## src/rtl/fifo_wr_arbiter_if.sv

```systemverilog
// Write-side bundle between NUM_REQ producers, the arbiter and the sync_fifo write port.
// master: producers plus fifo status; slave: the arbiter.
interface fifo_wr_arbiter_if #(
  parameter int unsigned NUM_REQ    = 4,
  parameter int unsigned DATA_WIDTH = 8
);
  logic [NUM_REQ-1:0]            req;
  logic [NUM_REQ-1:0]            req_last;
  logic [NUM_REQ*DATA_WIDTH-1:0] req_data;
  logic [NUM_REQ-1:0]            gnt;
  logic                          fifo_full;
  logic                          fifo_w_en;
  logic [DATA_WIDTH-1:0]         fifo_wr_data;

  modport master (
    output req, req_last, req_data, fifo_full,
    input  gnt, fifo_w_en, fifo_wr_data
  );

  modport slave (
    input  req, req_last, req_data, fifo_full,
    output gnt, fifo_w_en, fifo_wr_data
  );
endinterface

```

## src/rtl/fifo_wr_arbiter.sv

```systemverilog
// Round-robin write-port arbiter for one sync_fifo with burst locking.
// Optional per-producer beat counters when FIFO_WR_ARB_CNT_EN is defined.
module fifo_wr_arbiter #(
  parameter int unsigned NUM_REQ    = 4,
  parameter int unsigned DATA_WIDTH = 8
) (
  input  logic                  clk,
  input  logic                  rst_,
`ifdef FIFO_WR_ARB_CNT_EN
  input  logic                  cnt_clr,
  output logic [NUM_REQ*16-1:0] beat_cnt,
`endif
  fifo_wr_arbiter_if.slave      bus
);

  localparam int unsigned PtrW = $clog2(NUM_REQ);
  typedef logic [PtrW-1:0] ptr_t;

  typedef enum logic {StIdle, StLocked} state_e;

  state_e             state_q, state_d;
  ptr_t               rr_ptr_q, rr_ptr_d;
  ptr_t               owner_q, owner_d;
  ptr_t               win, idx, sel;
  logic               found;
  logic [NUM_REQ-1:0] gnt_c;

  function automatic ptr_t ptr_inc(ptr_t p);
    return (p == ptr_t'(NUM_REQ - 1)) ? '0 : p + ptr_t'(1);
  endfunction

  // First requester at or above rr_ptr, wrapping at NUM_REQ.
  always_comb begin
    found = 1'b0;
    win   = rr_ptr_q;
    idx   = '0;
    for (int unsigned k = 0; k < NUM_REQ; k++) begin
      idx = ptr_t'((32'(rr_ptr_q) + k) % NUM_REQ);
      if (!found && bus.req[idx]) begin
        found = 1'b1;
        win   = idx;
      end
    end
  end

  always_comb begin
    state_d  = state_q;
    rr_ptr_d = rr_ptr_q;
    owner_d  = owner_q;
    gnt_c    = '0;
    sel      = (state_q == StIdle) ? win : owner_q;
    unique case (state_q)
      StIdle: begin
        if (found && !bus.fifo_full) begin
          gnt_c[win] = 1'b1;
          if (bus.req_last[win]) begin
            rr_ptr_d = ptr_inc(win);
          end else begin
            state_d = StLocked;
            owner_d = win;
          end
        end
      end
      StLocked: begin
        // Non-owners are shut out even while the owner bubbles.
        if (bus.req[owner_q] && !bus.fifo_full) begin
          gnt_c[owner_q] = 1'b1;
          if (bus.req_last[owner_q]) begin
            state_d  = StIdle;
            rr_ptr_d = ptr_inc(owner_q);
          end
        end
      end
    endcase
  end

  // Grants are combinational, so they must be masked while reset is held.
  assign bus.gnt          = rst_ ? gnt_c : '0;
  assign bus.fifo_w_en    = |bus.gnt;
  assign bus.fifo_wr_data = bus.req_data[32'(sel)*DATA_WIDTH +: DATA_WIDTH];

  always_ff @(posedge clk or negedge rst_) begin
    if (!rst_) begin
      state_q  <= StIdle;
      rr_ptr_q <= '0;
      owner_q  <= '0;
    end else begin
      state_q  <= state_d;
      rr_ptr_q <= rr_ptr_d;
      owner_q  <= owner_d;
    end
  end

`ifdef FIFO_WR_ARB_CNT_EN
  logic [NUM_REQ-1:0][15:0] cnt_q, cnt_d;

  always_comb begin
    cnt_d = cnt_q;
    if (cnt_clr) begin
      cnt_d = '0;
    end else begin
      for (int unsigned i = 0; i < NUM_REQ; i++) begin
        if (bus.gnt[i] && cnt_q[i] != 16'hFFFF) cnt_d[i] = cnt_q[i] + 16'd1;
      end
    end
  end

  always_ff @(posedge clk or negedge rst_) begin
    if (!rst_) cnt_q <= '0;
    else       cnt_q <= cnt_d;
  end

  assign beat_cnt = cnt_q;
`endif

endmodule

```

## src/flat_wrapper.sv

```systemverilog
// flat-port wrapper written by rule: the top's interface ports become plain ports
module fifo_wr_arbiter_flat 
#(
  parameter int unsigned NUM_REQ    = 4,
  parameter int unsigned DATA_WIDTH = 8
)
  (clk, rst_, bus_req, bus_req_last, bus_req_data, bus_fifo_full, bus_gnt, bus_fifo_w_en, bus_fifo_wr_data);
  fifo_wr_arbiter_if #(.NUM_REQ(NUM_REQ), .DATA_WIDTH(DATA_WIDTH)) bus_i ();
  input  logic clk;
  input  logic rst_;
  input wire logic [$bits(bus_i.req)-1:0] bus_req;
  input wire logic [$bits(bus_i.req_last)-1:0] bus_req_last;
  input wire logic [$bits(bus_i.req_data)-1:0] bus_req_data;
  input wire logic [$bits(bus_i.fifo_full)-1:0] bus_fifo_full;
  output wire logic [$bits(bus_i.gnt)-1:0] bus_gnt;
  output wire logic [$bits(bus_i.fifo_w_en)-1:0] bus_fifo_w_en;
  output wire logic [$bits(bus_i.fifo_wr_data)-1:0] bus_fifo_wr_data;
  assign bus_i.req = bus_req;
  assign bus_i.req_last = bus_req_last;
  assign bus_i.req_data = bus_req_data;
  assign bus_i.fifo_full = bus_fifo_full;
  assign bus_gnt = bus_i.gnt;
  assign bus_fifo_w_en = bus_i.fifo_w_en;
  assign bus_fifo_wr_data = bus_i.fifo_wr_data;
  fifo_wr_arbiter #(.NUM_REQ(NUM_REQ), .DATA_WIDTH(DATA_WIDTH)) u_core (.clk(clk), .rst_(rst_), .bus(bus_i));
endmodule
```

## config.mk

```make
export PLATFORM = sky130hd
export DESIGN_NAME = fifo_wr_arbiter_flat
export DESIGN_NICKNAME = d
export VERILOG_FILES = /design/src/rtl/fifo_wr_arbiter_if.sv /design/src/rtl/fifo_wr_arbiter.sv /design/src/flat_wrapper.sv
export SDC_FILE = /design/constraint.sdc
export NUM_CORES = 1
export LEC_CHECK = 0
export ABC_AREA = 1
export CAP_MARGIN = 20
export CORE_ASPECT_RATIO = 2
export CORE_MARGIN = 4
export CORE_UTILIZATION = 25
export DETAILED_ROUTE_END_ITERATION = 10
export PLACE_DENSITY = 0.54
export SYNTH_ARGS = -nofsm -noshare
export SYNTH_HDL_FRONTEND = slang
export SYNTH_SLANG_ARGS = --single-unit
```

## constraint.sdc

```tcl
create_clock -name clk -period 6.4 [get_ports clk]
set_input_delay 1.28 -clock clk [delete_from_list [all_inputs] [get_ports clk]]
set_output_delay 1.28 -clock clk [all_outputs]
set_load 0.01 [all_outputs]
```

# Word-level counts from Yosys, hierarchy flattened
# Index checks and enable logic that the tools add are counted.
# word_totals
register_bits	5
input_bits	43
out_inout_bits	13
word_cells	81
# classes
n_addsub	5
n_lt_le_gt_ge	8
n_eq_ne	6
shift	1
n_mux	42
bitwise_logic	2
reduce_logical	14
# op_table
op	n
indexed part select 32 x 6 -> 8 bit	1
two-way mux 2 bit	10
< comparator 2 x 3 -> 1 bit (second input constant)	6
two-way mux 1 bit	17
binary-select mux 1 bit (select 2 bit)	7
two-way mux 4 bit	3
!= test 2 bit (second input constant)	4
one-hot mux 4 bit (2 select lines)	1
logical AND 1 bit	7
adder 2 x 1 -> 2 bit (second input constant)	3
adder 2 bit (second input constant)	2
demux 1 bit (select 2 bit)	2
== test 2 bit (second input constant)	2
>= comparator 2 x 1 -> 1 bit (second input constant)	2
zero test 1 bit	4
one-hot mux 2 bit (2 select lines)	1
AND reduction 4 bit	1
OR reduction 4 bit	1
AND reduction 3 bit	1
inverter 1 bit	2
one-hot mux 1 bit (2 select lines)	1

# Logic depth before layout (Yosys ltp)
# depth
ltp_word	20
depth_mapped	18
ltp_nobuf	17

# Worst setup path before layout
# OpenSTA, ideal clock, no wires.
# synth_path
path_type	input -> output
from	input port bus_req[2]
to	output port bus_fifo_w_en
arrival_ns	2.527
t_required_ns	5.120
setup_slack_ns	2.593
stages	15
path_cell_list	inv_1 nand2_1 nand2_1 nand2_1 nand2_1 nand3_1 nand2_1 nand2_1 nand3_1 nand2_2 ha_1 nor2_1 a21oi_1 nand2_1 nand4_1
# synth_between
elab_chain_cells	20
elab_cells_between_ends	35
# synth_rtl
element	line	rtl
start: declaration	flat_wrapper.sv:11	input wire logic [$bits(bus_i.req)-1:0] bus_req;
binary-select mux 1 bit (select 2 bit)	fifo_wr_arbiter.sv:39	if (!found && bus.req[idx]) begin
two-way mux 1 bit (implied by the code)	fifo_wr_arbiter.sv:39	
two-way mux 1 bit	fifo_wr_arbiter.sv:39	
zero test 1 bit	fifo_wr_arbiter.sv:39	
logical AND 1 bit	fifo_wr_arbiter.sv:39	
two-way mux 1 bit	fifo_wr_arbiter.sv:39	
zero test 1 bit	fifo_wr_arbiter.sv:39	
logical AND 1 bit	fifo_wr_arbiter.sv:39	
(+4 left out)	n/a	
< comparator 2 x 3 -> 1 bit (implied by the code) / >= comparator 2 x 1 -> 1 bit (equally long branches)	fifo_wr_arbiter.sv:55	gnt_c[win] = 1'b1;
logical AND 1 bit (implied by the code)	fifo_wr_arbiter.sv:55	
two-way mux 1 bit (implied by the code)	fifo_wr_arbiter.sv:55	
demux 1 bit (select 2 bit)	n/a	
two-way mux 4 bit	fifo_wr_arbiter.sv:54	if (found && !bus.fifo_full) begin
one-hot mux 4 bit (2 select lines) (*)	fifo_wr_arbiter.sv:52	unique case (state_q)
two-way mux 4 bit (*)	fifo_wr_arbiter.sv:78	assign bus.gnt = rst_ ? gnt_c : '0;
OR reduction 4 bit (*)	fifo_wr_arbiter.sv:79	assign bus.fifo_w_en = |bus.gnt;
end: declaration	flat_wrapper.sv:16	output wire logic [$bits(bus_i.fifo_w_en)-1:0] bus_fifo_w_en;
# Every way passes the cells marked *; elsewhere a longest branch is shown, timed or not. The select of a mux whose other input is x is not followed.

# Worst setup path in the final report
# layout_path
from	input port bus_req[0]
to	output port bus_fifo_w_en
# layout_between
elab_chain_cells	20
elab_cells_between_ends	35
# layout_rtl
element	line	rtl
binary-select mux 1 bit (select 2 bit)	fifo_wr_arbiter.sv:39	
two-way mux 1 bit (implied by the code)	fifo_wr_arbiter.sv:39	
two-way mux 1 bit	fifo_wr_arbiter.sv:39	
zero test 1 bit	fifo_wr_arbiter.sv:39	
logical AND 1 bit	fifo_wr_arbiter.sv:39	
two-way mux 1 bit	fifo_wr_arbiter.sv:39	
zero test 1 bit	fifo_wr_arbiter.sv:39	
logical AND 1 bit	fifo_wr_arbiter.sv:39	
(+4 left out)	n/a	
net u_core.win[1]	fifo_wr_arbiter.sv:24	ptr_t win, idx, sel;
< comparator 2 x 3 -> 1 bit (implied by the code) / >= comparator 2 x 1 -> 1 bit (equally long branches)	fifo_wr_arbiter.sv:55	
logical AND 1 bit (implied by the code)	fifo_wr_arbiter.sv:55	
two-way mux 1 bit (implied by the code)	fifo_wr_arbiter.sv:55	
demux 1 bit (select 2 bit) (*)	n/a	
two-way mux 4 bit (*)	fifo_wr_arbiter.sv:54	
one-hot mux 4 bit (2 select lines) (*)	fifo_wr_arbiter.sv:52	
two-way mux 4 bit (*)	fifo_wr_arbiter.sv:78	
OR reduction 4 bit (*)	fifo_wr_arbiter.sv:79	
# The timed path passes the listed nets; every way through them passes the cells marked *. The select of a mux whose other input is x is not followed.

==> impl_metrics.tcl <==
set metrics [dict create \
    cts_max_level 1 \
    maxSlewHeadroom_pct 62.1 \
    wl_per_cell_um 13.0 \
    criticalPathCategory "in -> out" \
    insertion_delay_ns 0.22 \
    worstHoldStart "u_core.owner_q[0]$_DFFE_PN0P_" \
    r2r_slack_ns 3.89 \
    ctsResizeCount 0 \
    required_ns 5.12 \
    cap_violations 0 \
    core-area_um2 5370 \
    min_period_ns 5.10 \
    syn_area_per_cell_um2 5.83 \
    drive_gt1_share_pct 10.8 \
    setup-tns-final_ns 0 \
    start_kind "input pin" \
    post-dp-hpwl_um 3860 \
    finalSetupViolCount 0 \
    fin_cells 348 \
    grt_pass1_wl_um 7310 \
    p_sw_uw 656 \
    die_h_um 113 \
    holdWs_ns 0.693 \
    cp.arrival_ns 3.82 \
    grt_usage_pct 14.1 \
    place_congestion 0.911 \
    die_w_um 60.5 \
    cellLeakagePower_uw 0.00101 \
    clkTransAtPathRegs_ns 0.04 \
    syn_to_final_growth_pct 43.8 \
    max_freq_mhz 196 \
    routed_via_density 4.77 \
    die-area_um2 6830 \
    grt_max_degree 33 \
    cts_made_buffers 3 \
    worstMarginPinSlew_ns 0.568 \
    port_buffers 55 \
    syn-cell-area_um2 1380 \
    final_common_cell "nand2_1" \
    cts-root-buf "clkbuf_8" \
    diodes 0 \
    synth_seq_cells 5 \
    start_util_pct 25.6 \
    synth_cell_types 25 \
    setup_ws_ns 1.30 \
    pwr-share-seq_pct 9.0 \
    switching_share_pct 57.9 \
    antenna_found_initial 0 \
    timing.rr.start "u_core.rr_ptr_q[0]$_DFFE_PN0P_" \
    worstPathMaxFanout 6 \
    dpl.cell_count 344 \
    grt_overflow 0 \
    cp-endpoint "bus_fifo_w_en" \
    peakVddDrop_v 0.000297 \
    post-route-drc-count 0 \
    ant_nets 0 \
    fin_nets 340 \
    yosysWarnings 0 \
    place_ws_ns 1.29 \
    p_clk_share_pct 5.2 \
    grt_pass1_vias 1737 \
    timing.final.crit_share_pct 79.7 \
    ios 56 \
    status "finished clean" \
    ys_seq_area_share_pct 9.09 \
    critPathCaptureType "output pin" \
    finalWirelength_um 4520 \
    first_pass_iters 4 \
    rows 38 \
    regToRegEndpoint "u_core.rr_ptr_q[1]$_DFFE_PN0P_" \
    hold_path_class "reg -> reg" \
    synth_fp_nets 287 \
    slew_viol_final 0 \
    final-hold-violation-count 0 \
    final_cell_mix "nand2_1 (91), clkdlybuf4s50_1 (55), inv_1 (32)" \
    ctsHoldBuffers 0 \
    cts_setup_buffers 0 \
    drtIter0Drc 72 \
    internal_power_uw 476 \
    critPathLaunch "bus_req[0]" \
    cts_tree "done" \
    ctsLongestPathBuffers 2 \
    pwr-share-comb_pct 85.7 \
    p_per_area_nw_per_um2 572 \
    dr_total_vias 1661 \
    syn_inst 236 \
    finalClockSkew_ns 0.00180 \
    clock_sinks 5 \
    r2r_cells 14 \
    rsz0062_at_grt "false" \
]
-- state kept, by name, summed over array words and instances, names as in the netlist --
| name | flops |
|---|---|
| u_core.state_q | 1 |
| u_core.owner_q | 2 |
| u_core.rr_ptr_q | 2 |
-- cell type report --
class / instances / area (um2)
clock buffer: 4 / 45.0
inverter: 35 / 134
fill: 605 / 3390
timing repair buffer: 55 / 551
multi-input combinational: 189 / 1050
sequential: 5 / 125
tap: 60 / 75.1
-- worst max-delay path: stages --
cell and delay (ns):
clkdlybuf4s50_1 0.53, nand2_1 0.07, nand2_1 0.14, nand2_1 0.08, nand2_2 0.13, nand4_4 0.15, inv_1 0.10, nand2_1 0.07
nand2_2 0.17, ha_1 0.17, nor2_1 0.04, a21oi_1 0.17, nand2_1 0.09, nand4_1 0.10, clkdlybuf4s50_1 0.54
-- power groups by stage --
| stage | logic [uW] | registers (uW) | clock network [uW] |
|---|---|---|---|
| after floorplan | 720 | 65.2 | 0 |
| after global placement | 984 | 102 | 0 |
| after detailed placement | 980 | 101 | 0 |
| after CTS | 986 | 101 | 59.6 |
| after global routing | 1090 | 107 | 60.5 |
| final | 971 | 102 | 59.0 |
-- per-stage QoR --
| stage | area [um2] | utilization, % | total power (uW) |
|---|---|---|---|
| detailed placement | 1930 | 36.0 | 1080 |
| global placement | 1930 | 36.0 | 1090 |
| floorplan | 1380 | - | 786 |
| global route | 1980 | 36.8 | 1260 |
| CTS | 1980 | 36.8 | 1150 |
| finish | 1980 | 36.8 | 1130 |
-- worst min-delay path by stage --
stage               slack (ns)  cells past startpoint                             to
detailed placement        0.69                      2  u_core.owner_q[1]$_DFFE_PN0P_
floorplan                 0.54                      2  u_core.owner_q[1]$_DFFE_PN0P_
global route              0.73                      2  u_core.owner_q[0]$_DFFE_PN0P_
global placement          0.69                      2  u_core.owner_q[1]$_DFFE_PN0P_
finish                    0.69                      2  u_core.owner_q[0]$_DFFE_PN0P_
CTS                       0.69                      2  u_core.owner_q[1]$_DFFE_PN0P_
-- metal layers --
layer	GRT usage (%)	vias to the layer above	part of all wire [%]
li1	-	861	-
met1	11.8	714	32
met2	28.0	69	58
met3	2.05	17	5.3
met4	8.54	0	5.4
met5	0	-	0
-- logic make-up after synthesis --
kind of cell	Yosys count	share of synthesized area [%]
flip-flops	5	9.09
AND/OR/NAND/NOR	149	52.5
adder cells (fa/ha/maj)	8	7.27
buffers and inverters	42	14.6
AO/OA/AOI/OAI	32	16.5
-- cell usage after synthesis --
library cell,number,share of area [%]
nand2_1,91,25
inv_1,32,8.7
nand3_1,20,7.3
o211ai_1,16,8.7
nand2_2,14,6.4
nor2_1,10,2.7
ha_1,8,7.3
a21oi_1,7,2.5
buf_6,5,4.1
dfrtp_1,5,9.1
nand2_4,5,4.1
o21ai_0,5,1.8
nand4_1,4,1.8
nand3_2,2,1.5
nand4_4,2,3.1
a21boi_4,1,1.4
a31oi_1,1,0.45
buf_4,1,0.55
clkbuf_1,1,0.27
clkinv_1,1,0.27
inv_2,1,0.27
inv_4,1,0.45
nor2_4,1,0.82
o21ai_4,1,1.2
o22ai_1,1,0.45
Power figures use the tool's default switching activity.
